[config.mk]
export PLATFORM = sky130hd
export DESIGN_NAME = tpu_avalon_ctrl_flat
export DESIGN_NICKNAME = d
export VERILOG_FILES = /design/src/rtl/tpu_pkg.sv /design/src/rtl/tpu_avalon_ctrl_if.sv /design/src/rtl/tpu_seq_fsm.sv /design/src/rtl/tpu_avalon_ctrl.sv /design/src/flat_wrapper.sv
export SDC_FILE = /design/constraint.sdc
export NUM_CORES = 1
export LEC_CHECK = 0
export CAP_MARGIN = 5
export CELL_PAD_IN_SITES_DETAIL_PLACEMENT = 0
export CELL_PAD_IN_SITES_GLOBAL_PLACEMENT = 1
export CORE_MARGIN = 4
export CORE_UTILIZATION = 27
export CTS_CLUSTER_SIZE = 40
export DETAILED_ROUTE_END_ITERATION = 10
export PLACE_DENSITY_LB_ADDON = 0.08
export SLEW_MARGIN = 20
export SYNTH_ARGS = -nofsm -noshare
export SYNTH_HDL_FRONTEND = slang
export SYNTH_HIERARCHICAL = 1
export SYNTH_SLANG_ARGS = --single-unit
[constraint.sdc]
create_clock -name clk -period 3.5 [get_ports clk]
set_clock_uncertainty 0.2 [all_clocks]
set_input_delay 0.525 -clock clk [delete_from_list [all_inputs] [get_ports clk]]
set_output_delay 0.525 -clock clk [all_outputs]
set_load 0.005 [all_outputs]
[src/rtl/tpu_pkg.sv]
// Shared definitions for the TPU Avalon-MM front-end.
// Holds the region codes, the CSR indices and bit positions, the sequencer state
// encoding and the ID register constant.
package tpu_pkg;

    // Region codes, taken from the top two bits of the word address
    localparam logic [1:0] REGION_CSR    = 2'b00;
    localparam logic [1:0] REGION_WEIGHT = 2'b01;
    localparam logic [1:0] REGION_INPUT  = 2'b10;
    localparam logic [1:0] REGION_OUTPUT = 2'b11;

    // CSR word indices
    localparam logic [2:0] CSR_CTRL     = 3'd0;
    localparam logic [2:0] CSR_STATUS   = 3'd1;
    localparam logic [2:0] CSR_BASE_W   = 3'd2;
    localparam logic [2:0] CSR_BASE_IN  = 3'd3;
    localparam logic [2:0] CSR_BASE_OUT = 3'd4;
    localparam logic [2:0] CSR_ID       = 3'd5;

    // CTRL bits
    localparam int unsigned CTRL_START_BIT  = 0;
    localparam int unsigned CTRL_IRQ_EN_BIT = 1;
    localparam int unsigned CTRL_ABORT_BIT  = 2;

    // STATUS bits
    localparam int unsigned STAT_BUSY_BIT  = 0;
    localparam int unsigned STAT_DONE_BIT  = 1;
    localparam int unsigned STAT_ERR_BIT   = 2;
    localparam int unsigned STAT_STATE_LSB = 3;

    localparam logic [15:0] ID_MAGIC = 16'h7E50;

    typedef enum logic [2:0] {
        StIdle  = 3'd0,
        StLdW   = 3'd1,
        StLdIn  = 3'd2,
        StMult  = 3'd3,
        StDrain = 3'd4
    } tpu_seq_state_t;

    function automatic logic [31:0] id_word(input int unsigned dim);
        return {ID_MAGIC, 16'(dim)};
    endfunction

endpackage

[src/rtl/tpu_avalon_ctrl_if.sv]
// Avalon-MM bus bundle between the host and the TPU front-end.
// Signals: slave_address (word address), slave_read / slave_write strobes,
// slave_writedata, slave_byteenable, slave_readdata (latency 1).
// Modports: master drives the request side, slave returns slave_readdata.
interface tpu_avalon_ctrl_if #(
    parameter int unsigned DATA_WIDTH = 32,
    parameter int unsigned ADDR_WIDTH = 10
);
    logic [ADDR_WIDTH-1:0]   slave_address;
    logic                    slave_read;
    logic                    slave_write;
    logic [DATA_WIDTH-1:0]   slave_writedata;
    logic [DATA_WIDTH/8-1:0] slave_byteenable;
    logic [DATA_WIDTH-1:0]   slave_readdata;

    modport master (
        output slave_address,
        output slave_read,
        output slave_write,
        output slave_writedata,
        output slave_byteenable,
        input  slave_readdata
    );

    modport slave (
        input  slave_address,
        input  slave_read,
        input  slave_write,
        input  slave_writedata,
        input  slave_byteenable,
        output slave_readdata
    );
endinterface

[src/rtl/tpu_seq_fsm.sv]
// Start/done sequencer for a DIM x DIM systolic array.
// Ports: clk, reset (async, active low); start, abort requests in; state, busy,
// done_set (one-cycle pulse on DRAIN exit) and the registered strobes
// ld_weights, ld_fifo, mult_en out.
// Phase lengths: LD_W DIM, LD_IN DIM, MULT 2*DIM, DRAIN DIM cycles, timed by one
// down-counter reloaded on every state entry.
module tpu_seq_fsm
    import tpu_pkg::*;
#(
    parameter int unsigned DIM = 8
) (
    input  logic           clk,
    input  logic           reset,
    input  logic           start,
    input  logic           abort,
    output tpu_seq_state_t state,
    output logic           busy,
    output logic           done_set,
    output logic           ld_weights,
    output logic           ld_fifo,
    output logic           mult_en
);
    localparam int unsigned CNT_W = $clog2(2 * DIM + 1);
    localparam logic [CNT_W-1:0] LEN_DIM  = CNT_W'(DIM - 1);
    localparam logic [CNT_W-1:0] LEN_MULT = CNT_W'(2 * DIM - 1);

    tpu_seq_state_t   state_q;
    logic [CNT_W-1:0] cnt_q;
    logic             ld_w_q;
    logic             ld_f_q;
    logic             mult_q;
    logic             last;

    assign last = (cnt_q == '0);

    always_ff @(posedge clk or negedge reset) begin
        if (!reset) begin
            state_q <= StIdle;
            cnt_q   <= '0;
            ld_w_q  <= 1'b0;
            ld_f_q  <= 1'b0;
            mult_q  <= 1'b0;
        end else if (abort) begin
            state_q <= StIdle;
            cnt_q   <= '0;
            ld_w_q  <= 1'b0;
            ld_f_q  <= 1'b0;
            mult_q  <= 1'b0;
        end else begin
            case (state_q)
                StIdle: begin
                    if (start) begin
                        state_q <= StLdW;
                        cnt_q   <= LEN_DIM;
                        ld_w_q  <= 1'b1;
                    end
                end
                StLdW: begin
                    if (last) begin
                        state_q <= StLdIn;
                        cnt_q   <= LEN_DIM;
                        ld_w_q  <= 1'b0;
                        ld_f_q  <= 1'b1;
                    end else begin
                        cnt_q <= cnt_q - CNT_W'(1);
                    end
                end
                StLdIn: begin
                    if (last) begin
                        state_q <= StMult;
                        cnt_q   <= LEN_MULT;
                        ld_f_q  <= 1'b0;
                        mult_q  <= 1'b1;
                    end else begin
                        cnt_q <= cnt_q - CNT_W'(1);
                    end
                end
                StMult: begin
                    if (last) begin
                        state_q <= StDrain;
                        cnt_q   <= LEN_DIM;
                        mult_q  <= 1'b0;
                    end else begin
                        cnt_q <= cnt_q - CNT_W'(1);
                    end
                end
                StDrain: begin
                    if (last) begin
                        state_q <= StIdle;
                    end else begin
                        cnt_q <= cnt_q - CNT_W'(1);
                    end
                end
                default: begin
                    state_q <= StIdle;
                    cnt_q   <= '0;
                    ld_w_q  <= 1'b0;
                    ld_f_q  <= 1'b0;
                    mult_q  <= 1'b0;
                end
            endcase
        end
    end

    assign state      = state_q;
    assign busy       = (state_q != StIdle);
    // Abort suppresses completion even on the final DRAIN cycle
    assign done_set   = (state_q == StDrain) && last && !abort;
    assign ld_weights = ld_w_q;
    assign ld_fifo    = ld_f_q;
    assign mult_en    = mult_q;
endmodule

[src/rtl/tpu_avalon_ctrl.sv]
// Avalon-MM slave front-end for the systolic TPU core.
// Ports: clk, reset (async, active low); bus (Avalon slave modport); irq;
// weight/input write strobes with shared wr_addr/wr_data/wr_be; output memory
// read strobe rd_en_output, rd_addr and returned rd_data_output; CSR base
// addresses; sequencer strobes ld_weights, ld_fifo, mult_en.
// Holds region decode, CSRs and the read-data mux; sequencing lives in tpu_seq_fsm.
module tpu_avalon_ctrl
    import tpu_pkg::*;
#(
    parameter int unsigned DATA_WIDTH = 32,
    parameter int unsigned ADDR_WIDTH = 10,
    parameter int unsigned DIM        = 8,
    parameter int unsigned BANK_AW    = ADDR_WIDTH - 2
) (
    input  logic                    clk,
    input  logic                    reset,
    tpu_avalon_ctrl_if.slave        bus,
    output logic                    irq,
    output logic                    wr_en_weights,
    output logic                    wr_en_input,
    output logic [BANK_AW-1:0]      wr_addr,
    output logic [DATA_WIDTH-1:0]   wr_data,
    output logic [DATA_WIDTH/8-1:0] wr_be,
    output logic                    rd_en_output,
    output logic [BANK_AW-1:0]      rd_addr,
    input  logic [DATA_WIDTH-1:0]   rd_data_output,
    output logic [BANK_AW-1:0]      base_addr_weights,
    output logic [BANK_AW-1:0]      base_addr_input,
    output logic [BANK_AW-1:0]      base_addr_output,
    output logic                    ld_weights,
    output logic                    ld_fifo,
    output logic                    mult_en
);
    logic [1:0]            region;
    logic [2:0]            csr_idx;
    logic                  csr_wr, ctrl_wr, status_wr;
    logic                  start_req, abort_req, start_acc;
    logic                  mem_wr, err_set;
    logic                  busy, done_set;
    tpu_seq_state_t        seq_state;
    logic [BANK_AW-1:0]    lane_mask, wd_bank;
    logic [DATA_WIDTH-1:0] csr_rdata;

    logic                  irq_en_q, done_q, err_q;
    logic [BANK_AW-1:0]    base_w_q, base_in_q, base_out_q;
    logic [DATA_WIDTH-1:0] rdata_q;
    logic                  out_sel_q;

    assign region    = bus.slave_address[ADDR_WIDTH-1 -: 2];
    assign csr_idx   = bus.slave_address[2:0];
    assign csr_wr    = bus.slave_write && (region == REGION_CSR);
    assign ctrl_wr   = csr_wr && (csr_idx == CSR_CTRL) && bus.slave_byteenable[0];
    assign status_wr = csr_wr && (csr_idx == CSR_STATUS) && bus.slave_byteenable[0];
    assign start_req = ctrl_wr && bus.slave_writedata[CTRL_START_BIT];
    assign abort_req = ctrl_wr && bus.slave_writedata[CTRL_ABORT_BIT];
    assign start_acc = start_req && !abort_req && !busy;
    assign mem_wr    = bus.slave_write &&
                       ((region == REGION_WEIGHT) || (region == REGION_INPUT));
    assign err_set   = (start_req && !abort_req && busy) || (mem_wr && busy);

    // Memory-side strobes are combinational so writes need no wait-state
    assign wr_en_weights = bus.slave_write && (region == REGION_WEIGHT) && !busy;
    assign wr_en_input   = bus.slave_write && (region == REGION_INPUT) && !busy;
    assign wr_addr       = bus.slave_address[BANK_AW-1:0];
    assign wr_data       = bus.slave_writedata;
    assign wr_be         = bus.slave_byteenable;
    assign rd_en_output  = bus.slave_read && (region == REGION_OUTPUT);
    assign rd_addr       = bus.slave_address[BANK_AW-1:0];

    // Per-bit mask of the byte lanes that cover a BANK_AW-wide base register
    always_comb begin
        lane_mask = '0;
        for (int i = 0; i < int'(BANK_AW); i++) begin
            lane_mask[i] = bus.slave_byteenable[i / 8];
        end
    end
    assign wd_bank = bus.slave_writedata[BANK_AW-1:0];

    tpu_seq_fsm #(
        .DIM (DIM)
    ) u_seq (
        .clk        (clk),
        .reset      (reset),
        .start      (start_acc),
        .abort      (abort_req),
        .state      (seq_state),
        .busy       (busy),
        .done_set   (done_set),
        .ld_weights (ld_weights),
        .ld_fifo    (ld_fifo),
        .mult_en    (mult_en)
    );

    always_ff @(posedge clk or negedge reset) begin
        if (!reset) begin
            irq_en_q   <= 1'b0;
            done_q     <= 1'b0;
            err_q      <= 1'b0;
            base_w_q   <= '0;
            base_in_q  <= '0;
            base_out_q <= '0;
        end else begin
            if (ctrl_wr) begin
                irq_en_q <= bus.slave_writedata[CTRL_IRQ_EN_BIT];
            end
            // Completion beats a concurrent W1C
            if (done_set) begin
                done_q <= 1'b1;
            end else if (start_acc || (status_wr && bus.slave_writedata[STAT_DONE_BIT])) begin
                done_q <= 1'b0;
            end
            if (err_set) begin
                err_q <= 1'b1;
            end else if (status_wr && bus.slave_writedata[STAT_ERR_BIT]) begin
                err_q <= 1'b0;
            end
            if (csr_wr && (csr_idx == CSR_BASE_W)) begin
                base_w_q <= (base_w_q & ~lane_mask) | (wd_bank & lane_mask);
            end
            if (csr_wr && (csr_idx == CSR_BASE_IN)) begin
                base_in_q <= (base_in_q & ~lane_mask) | (wd_bank & lane_mask);
            end
            if (csr_wr && (csr_idx == CSR_BASE_OUT)) begin
                base_out_q <= (base_out_q & ~lane_mask) | (wd_bank & lane_mask);
            end
        end
    end

    always_comb begin
        csr_rdata = '0;
        case (csr_idx)
            CSR_CTRL:     csr_rdata[CTRL_IRQ_EN_BIT] = irq_en_q;
            CSR_STATUS: begin
                csr_rdata[STAT_BUSY_BIT]          = busy;
                csr_rdata[STAT_DONE_BIT]          = done_q;
                csr_rdata[STAT_ERR_BIT]           = err_q;
                csr_rdata[STAT_STATE_LSB +: 3]    = seq_state;
            end
            CSR_BASE_W:   csr_rdata[BANK_AW-1:0] = base_w_q;
            CSR_BASE_IN:  csr_rdata[BANK_AW-1:0] = base_in_q;
            CSR_BASE_OUT: csr_rdata[BANK_AW-1:0] = base_out_q;
            CSR_ID:       csr_rdata = DATA_WIDTH'(id_word(DIM));
            default:      csr_rdata = '0;
        endcase
    end

    // Output-region reads are served by the core one cycle later, so only the
    // select is registered here and the data is muxed in on the return cycle.
    always_ff @(posedge clk or negedge reset) begin
        if (!reset) begin
            rdata_q   <= '0;
            out_sel_q <= 1'b0;
        end else begin
            out_sel_q <= bus.slave_read && (region == REGION_OUTPUT);
            if (bus.slave_read) begin
                rdata_q <= (region == REGION_CSR) ? csr_rdata : '0;
            end
        end
    end

    assign bus.slave_readdata = out_sel_q ? rd_data_output : rdata_q;
    assign irq                = done_q & irq_en_q;
    assign base_addr_weights  = base_w_q;
    assign base_addr_input    = base_in_q;
    assign base_addr_output   = base_out_q;
endmodule
[src/flat_wrapper.sv]
// flat-port wrapper written by rule: the top's interface ports become plain ports
module tpu_avalon_ctrl_flat import tpu_pkg::*;
#(
    parameter int unsigned DATA_WIDTH = 32,
    parameter int unsigned ADDR_WIDTH = 10,
    parameter int unsigned DIM        = 8,
    parameter int unsigned BANK_AW    = ADDR_WIDTH - 2
)
  (clk, reset, irq, wr_en_weights, wr_en_input, wr_addr, wr_data, wr_be, rd_en_output, rd_addr, rd_data_output, base_addr_weights, base_addr_input, base_addr_output, ld_weights, ld_fifo, mult_en, bus_slave_address, bus_slave_read, bus_slave_write, bus_slave_writedata, bus_slave_byteenable, bus_slave_readdata);
  tpu_avalon_ctrl_if #(.DATA_WIDTH(DATA_WIDTH), .ADDR_WIDTH(ADDR_WIDTH)) bus_i ();
  input  logic clk;
  input  logic reset;
  output logic irq;
  output logic wr_en_weights;
  output logic wr_en_input;
  output logic [BANK_AW-1:0] wr_addr;
  output logic [DATA_WIDTH-1:0] wr_data;
  output logic [DATA_WIDTH/8-1:0] wr_be;
  output logic rd_en_output;
  output logic [BANK_AW-1:0] rd_addr;
  input  logic [DATA_WIDTH-1:0] rd_data_output;
  output logic [BANK_AW-1:0] base_addr_weights;
  output logic [BANK_AW-1:0] base_addr_input;
  output logic [BANK_AW-1:0] base_addr_output;
  output logic ld_weights;
  output logic ld_fifo;
  output logic mult_en;
  input wire logic [$bits(bus_i.slave_address)-1:0] bus_slave_address;
  input wire logic [$bits(bus_i.slave_read)-1:0] bus_slave_read;
  input wire logic [$bits(bus_i.slave_write)-1:0] bus_slave_write;
  input wire logic [$bits(bus_i.slave_writedata)-1:0] bus_slave_writedata;
  input wire logic [$bits(bus_i.slave_byteenable)-1:0] bus_slave_byteenable;
  output wire logic [$bits(bus_i.slave_readdata)-1:0] bus_slave_readdata;
  assign bus_i.slave_address = bus_slave_address;
  assign bus_i.slave_read = bus_slave_read;
  assign bus_i.slave_write = bus_slave_write;
  assign bus_i.slave_writedata = bus_slave_writedata;
  assign bus_i.slave_byteenable = bus_slave_byteenable;
  assign bus_slave_readdata = bus_i.slave_readdata;
  tpu_avalon_ctrl #(.DATA_WIDTH(DATA_WIDTH), .ADDR_WIDTH(ADDR_WIDTH), .DIM(DIM), .BANK_AW(BANK_AW)) u_core (.clk(clk), .reset(reset), .bus(bus_i), .irq(irq), .wr_en_weights(wr_en_weights), .wr_en_input(wr_en_input), .wr_addr(wr_addr), .wr_data(wr_data), .wr_be(wr_be), .rd_en_output(rd_en_output), .rd_addr(rd_addr), .rd_data_output(rd_data_output), .base_addr_weights(base_addr_weights), .base_addr_input(base_addr_input), .base_addr_output(base_addr_output), .ld_weights(ld_weights), .ld_fifo(ld_fifo), .mult_en(mult_en));
endmodule
**Word-level counts from Yosys, hierarchy flattened**

Cells that the tools add are included.

- Bitwise operators: 9
- Mux-type cells: 33
- $add $sub $neg: 1
- Equal/unequal tests: 21
- Reduce and logical (&&, ||, !) cells: 45

Operator list:

| operator | count |
|---|---|
| bitwise AND 8 bit | 4 |
| two-way mux 32 bit | 1 |
| two-way mux 31 bit | 1 |
| two-way mux 5 bit | 5 |
| logical AND 1 bit | 24 |
| bitwise OR 8 bit | 3 |
| two-way mux 23 bit | 1 |
| one-hot mux 4 bit (5 select lines) | 1 |
| one-hot mux 5 bit (4 select lines) | 1 |
| two-way mux 3 bit | 6 |
| != test 3 x 2 -> 1 bit, second input constant | 5 |
| one-hot mux 3 bit (5 select lines) | 1 |
| == test 3 x 2 -> 1 bit, second input constant | 4 |
| two-way mux 1 bit | 10 |
| == test 3 bit, second input constant | 3 |
| one-hot mux 1 bit (3 select lines) | 3 |
| AND reduction 3 bit | 3 |
| OR reduction 3 bit | 3 |
| inverter 8 bit | 1 |
| == test 3 x 1 -> 1 bit, second input constant | 2 |
| zero test 3 bit | 2 |
| != test 2 x 1 -> 1 bit, second input constant | 3 |
| one-hot mux 2 bit (3 select lines) | 1 |
| zero test 5 bit | 1 |
| other kinds (15) | 20 |

- Output and inout bits: 115
- Register bits: 71
- Word-level logic and storage cells: 122
- Input bits: 82

**Depth between registers and ports, before layout**

- Depth in word-level cells: 11
- Gate-level depth with buffers: 8
- Gate-level depth less buffers: 8

**By module**

Netlist, hierarchy kept.

By module, submodules not included:

| module | seq. area each (um^2) | instances | cells each | area each (um^2) |
|---|---|---|---|---|
| tpu_avalon_ctrl | 925.9 | 1 | 245 | 2501.1 |
| tpu_seq_fsm | 275.3 | 1 | 87 | 755.7 |

**Least setup slack after synthesis**

Ideal clock, no wire load.

- Path kind: reg-to-reg
- Start: register u_core.u_seq.state_q[0], in the netlist u_core/u_seq/state[0]
- End: register u_core.u_seq.cnt_q[2]
- Path slack: 977 ps
- Buffers on the path: 1
- Stages on the path, launching flop included: 8
- Data arrival time: 2197 ps
- Data required time: 3174 ps
- Period minus slack after synthesis: 2523 ps
- Setup time: 126 ps
- Cells stage by stage: dfrtp_1 > clkbuf_1 > or3_1 > nor4_1 > nor2_1 > a21oi_1 > nor3_1 > a221o_1

- Cells in the longest elaborated chain, start to end: 5
- Elaborated cells on any way between the ends: 14
- Those cells by class: 6 x eq/ne; 2 x mux; 6 x reduce/logical

Ends and longest elaborated chain:

| what | line | text |
|---|---|---|
| start, declared | tpu_seq_fsm.sv:27 | `tpu_seq_state_t state_q;` |
| start signal, assigned | tpu_seq_fsm.sv:38 | `state_q <= StIdle;` |
| start signal, assigned | tpu_seq_fsm.sv:44 | `state_q <= StIdle;` |
| start signal, assigned | tpu_seq_fsm.sv:53 | `state_q <= StLdW;` |
| nonzero test 3 bit | tpu_seq_fsm.sv:106 | `assign busy = (state_q != StIdle);` |
| net u_core.busy | tpu_avalon_ctrl.sv:39 | `logic busy, done_set;` |
| zero test 1 bit | tpu_avalon_ctrl.sv:56 | `assign start_acc = start_req && !abort_req && !busy;` |
| logical AND 1 bit | tpu_avalon_ctrl.sv:56 |  |
| net u_core.start_acc | tpu_avalon_ctrl.sv:37 | `logic start_req, abort_req, start_acc;` |
| != test 3 x 1 -> 1 bit (no source line) | -- |  |
| AND reduction 2 bit (no source line) | -- |  |
| end signal, assigned | tpu_seq_fsm.sv:75 | `cnt_q <= cnt_q - CNT_W'(1);` |
| end signal, assigned | tpu_seq_fsm.sv:84 | `cnt_q <= cnt_q - CNT_W'(1);` |
| end signal, assigned | tpu_seq_fsm.sv:91 | `cnt_q <= cnt_q - CNT_W'(1);` |
| end, declared | tpu_seq_fsm.sv:28 | `logic [CNT_W-1:0] cnt_q;` |

The timed path passes the listed nets, and every way through them passes these cells.
A chain may end at the register's enable or synchronous reset.

**Worst setup path after layout**

- Start: register u_core.u_seq.state_q[0], in the netlist u_core/u_seq/state[0]
- End: output wr_en_weights

- Cells in the longest elaborated chain, start to end: 3

Ends and longest elaborated chain:

| what | line | text |
|---|---|---|
| nonzero test 3 bit | tpu_seq_fsm.sv:106 |  |
| net u_core.busy | tpu_avalon_ctrl.sv:39 |  |
| zero test 1 bit | tpu_avalon_ctrl.sv:62 | `assign wr_en_weights = bus.slave_write && (region == REGION_WEIGHT) && !busy;` |
| logical AND 1 bit | tpu_avalon_ctrl.sv:62 |  |
| end, declared | flat_wrapper.sv:14 | `output logic wr_en_weights;` |

The timed path passes the listed nets, and every way through them passes these cells.

==> metrics.cfg <==
[route]
routed-via-count = 2695
wire_per_inst_um = 19.4
ant_nets = 0
drc = 0
drtPass1Iterations = 4
violation_count_after_the_first_detailed_routing_iteration = 88
avg_vias_per_cell = 4.88
wl_mm = 10.7

[synth]
synth-xor-area-share_pct = 0.538
synth_simple_gate_area_share_pct = 18.1
syn_nets = 419
netlist-cell-type-count = 56
asyncSetResetFlopFracSynth_pct = 100
syn-instance-count = 332
synth.yosys.warnings = 6
synth_sequential_area_ratio_pct = 36.9
dominant_combinational_cell_family_by_area_after_synthesis = simple AND/OR/NAND/NOR gates
fraction_of_the_mapped_netlist_area_in_compound_gates_pct = 12.0
share_of_synthesized_cell_area_in_full_adder_half_adder_and_majority_cells_pct = 1.92
mappedNetlistArea_mm2 = 0.00326
syn_avg_cell_area_um2 = 9.81
synth.area.mux_share_pct = 14.6
synth_edf_count = 0
ys_ff_latch = 48
dominantRegCellSynth = sky130_fd_sc_hd__dfrtp_1

[cts]
root_buffer = sky130_fd_sc_hd__clkbuf_16
sink_count = 48
ctsHtreeMaxLevel = 2
max-clock-path-buffers = 2
cts.repair.resized = 0
clock_insertion_delay_at_the_later_pin_of_the_skew_report_ns = 0.29
clkTransAtPathRegs_ns = 0.06
post_cts.repair.setup_buffers = 0
cts-buffers-inserted = 5
post_cts_hold_buffer_count = 0
cts_tree = built

[setup_path]
timing.critical_path.cells = or3_1 -> and3b_1 -> clkdlybuf4s50_1
timing.rr.end = u_core/u_seq/cnt_q[2]
crit_path_max_incr_delay_ns = 0.57
criticalPathCategory = reg -> out
required_time_of_the_worst_setup_path_ns = 2.77
startpoint_type = flop
critical_path_sink_type = output pin
startpoint_of_the_worst_register_to_register_path = u_core/u_seq/state[0]
cp.arrival_ns = 2.13
path_max_fanout = 11
timing.critical_path.slowest_stage_cell = sky130_fd_sc_hd__or3_1
r2r_worst_path_depth = 7
worst-r2r-setup-slack_ns = 0.96

[sta]
setup_viol = 0
grt_setup_unrepaired = false
final_period_minus_worst_setup_slack_ns = 2.86
clock.fmax_mhz = 350
slew_viol_final = 0
tightestPinTransition_ns = 0.665
final_hold_viol_count = 0
worst_slack_ns = 0.644
hold-worst-slack_ns = 0.0709
fin_tns_setup_ns = 0
period_share_pct = 81.6
max_slew_headroom_at_the_worst_pin_pct = 55.7

[floorplanning]
ioPinCount = 197
rows = 39
die_w_um = 118
fp.dieArea_mm2 = 0.0139
core_region_area_mm2 = 0.0116
fp.dieH_um = 118
floorplan.initialDensity_pct = 28.0

[outcome]
outcome = finished, final reports clean

[global_routing]
overflow = 0
groute.usage.overall_pct = 15.1
antenna_violations_before_repair = 0
wire_length_of_the_first_global_routing_pass_mm = 16.7
grt_pass1_vias = 2768
grt_max_degree = 28

[power]
p_sw_share_pct = 32.0
report.power.total_uw = 2100
ir_drop_mv = 0.282
cellLeakagePower_uw = 0.00194
comb_power_share_pct = 36.7
power.share.clock_pct = 27.3
cell_internal_pwr_uw = 1430
sequentialPowerShare_pct = 36.0
p_sw_uw = 672
powerDensity_mw_per_mm2 = 468

[final_layout]
final_cells = 552
drive_gt1_share_pct = 14.7
diodes = 0
fillerInstances = 1179
layout-area-overhead-vs-synth_pct = 37.8
finalNetCount = 495
layout.cells.most_common_list = sky130_fd_sc_hd__clkdlybuf4s50_1 (126), sky130_fd_sc_hd__dfrtp_1 (48), sky130_fd_sc_hd__mux2_2 (33), sky130_fd_sc_hd__nand2_1 (33), sky130_fd_sc_hd__and2_1 (19)
multi_input_comb_area_mm2 = 0.00154
sequential_standard_cell_area_mm2 = 0.00120
most_common_library_cell_in_the_layout_ignoring_fill_and_taps = sky130_fd_sc_hd__clkdlybuf4s50_1

[placed_design]
numPortBuffers = 127
placedCellCount = 544
place.detailed.hpwl_mm = 8.30
globalplace.congestion = 0.771
dp_worst_setup_slack_ns = 0.478

[run]
max-cap-violations = 0

[min_path]
min-delay-path-class = in -> async

==> how the worst max path moves through the flow <==
stage,startpoint,to,depth (start not counted)
finish,u_core/u_seq/state[0],wr_en_weights,3
detailed placement,bus_slave_address[8],u_core/u_seq/cnt_q[2],8
global route,u_core/u_seq/state[0],wr_en_input,3
floorplan,u_core/u_seq/state[0],u_core/u_seq/cnt_q[2],7
global placement,bus_slave_address[8],u_core/u_seq/cnt_q[2],8
CTS,u_core/u_seq/state[0],wr_en_weights,3
==> metal layers <==
| layer | global-route usage, % | vias to the layer above | share of wire, % |
|---|---|---|---|
| li1 | - | 1263 | - |
| met1 | 19.2 | 1283 | 43 |
| met2 | 24.6 | 136 | 47 |
| met3 | 5.24 | 13 | 8.8 |
| met4 | 3.44 | 0 | 1.1 |
| met5 | 0 | - | 0 |
==> critical path: cells and delay by family (launching register included) <==
family	cells	cell delay (ns)
buffers and inverters	1	0.50
DFF	1	0.51
and+or+nand+nor	2	0.84
==> cell usage after synthesis, types with 2 or more instances <==
master | instances | area share, %
sky130_fd_sc_hd__buf_2 | 4 | 0.61
sky130_fd_sc_hd__a32o_1 | 2 | 0.61
sky130_fd_sc_hd__and4_1 | 2 | 0.54
sky130_fd_sc_hd__and2_1 | 19 | 3.6
sky130_fd_sc_hd__o21ai_0 | 6 | 0.92
sky130_fd_sc_hd__and3b_1 | 2 | 0.54
sky130_fd_sc_hd__a22o_1 | 3 | 0.81
sky130_fd_sc_hd__or3_1 | 2 | 0.38
sky130_fd_sc_hd__nand3_1 | 3 | 0.46
sky130_fd_sc_hd__nand3b_1 | 3 | 0.69
sky130_fd_sc_hd__nand2b_1 | 5 | 0.96
sky130_fd_sc_hd__a221o_1 | 4 | 1.2
sky130_fd_sc_hd__dfrtp_1 | 48 | 37
sky130_fd_sc_hd__xnor2_1 | 2 | 0.54
sky130_fd_sc_hd__or3b_2 | 2 | 0.54
sky130_fd_sc_hd__inv_1 | 12 | 1.4
sky130_fd_sc_hd__nand4b_1 | 2 | 0.54
sky130_fd_sc_hd__mux2i_1 | 7 | 2.2
sky130_fd_sc_hd__buf_4 | 52 | 12
sky130_fd_sc_hd__nor2_1 | 6 | 0.69
sky130_fd_sc_hd__o22ai_1 | 2 | 0.38
sky130_fd_sc_hd__a21oi_1 | 12 | 1.8
sky130_fd_sc_hd__ha_1 | 5 | 1.9
sky130_fd_sc_hd__o21bai_1 | 2 | 0.46
sky130_fd_sc_hd__nor3_1 | 5 | 0.77
sky130_fd_sc_hd__and3_1 | 3 | 0.58
sky130_fd_sc_hd__clkbuf_1 | 9 | 1.0
sky130_fd_sc_hd__mux2_2 | 33 | 11
sky130_fd_sc_hd__a32oi_1 | 2 | 0.54
sky130_fd_sc_hd__a21o_1 | 2 | 0.46
sky130_fd_sc_hd__buf_6 | 2 | 0.69
sky130_fd_sc_hd__o2bb2ai_1 | 6 | 1.6
sky130_fd_sc_hd__nor2b_1 | 5 | 0.96
sky130_fd_sc_hd__o31ai_1 | 4 | 0.92
sky130_fd_sc_hd__nand2_1 | 33 | 3.8
==> through the flow <==
stage	instance area (um^2)	utilization, %
6_report	4490	38.6
3_3_place_gp	4310	37.1
2_1_floorplan	3260	-
5_1_grt	4490	38.6
4_1_cts	4490	38.6
3_5_place_dp	4310	37.1
==> logic make-up after synthesis <==
logic type / count (synthesis)
buffers and inverters: 81
DFF: 48
and+or+nand+nor: 101
xor gates and xnor gates: 2
adders and majority gates: 5
muxes: 42
AOI/OAI and AO/OA: 53
==> power by group through the flow <==
stage	Combinational, uW	Sequential (uW)	Clock [uW]
2_1_floorplan	508	721	0
3_3_place_gp	781	770	0
3_5_place_dp	772	768	0
4_1_cts	777	759	587
5_1_grt	844	777	606
6_report	771	757	574
==> layout make-up <==
type                       count  share of cell area, %
clock buffer                   6                   3.10
clock inverter                 2                  0.864
inverter                      12                   1.00
multi-input combinational    203                   34.2
sequential                    48                   26.8
tap                          143                   3.99
timing repair buffer         138                   30.1
Power figures use the tool's default switching activity.
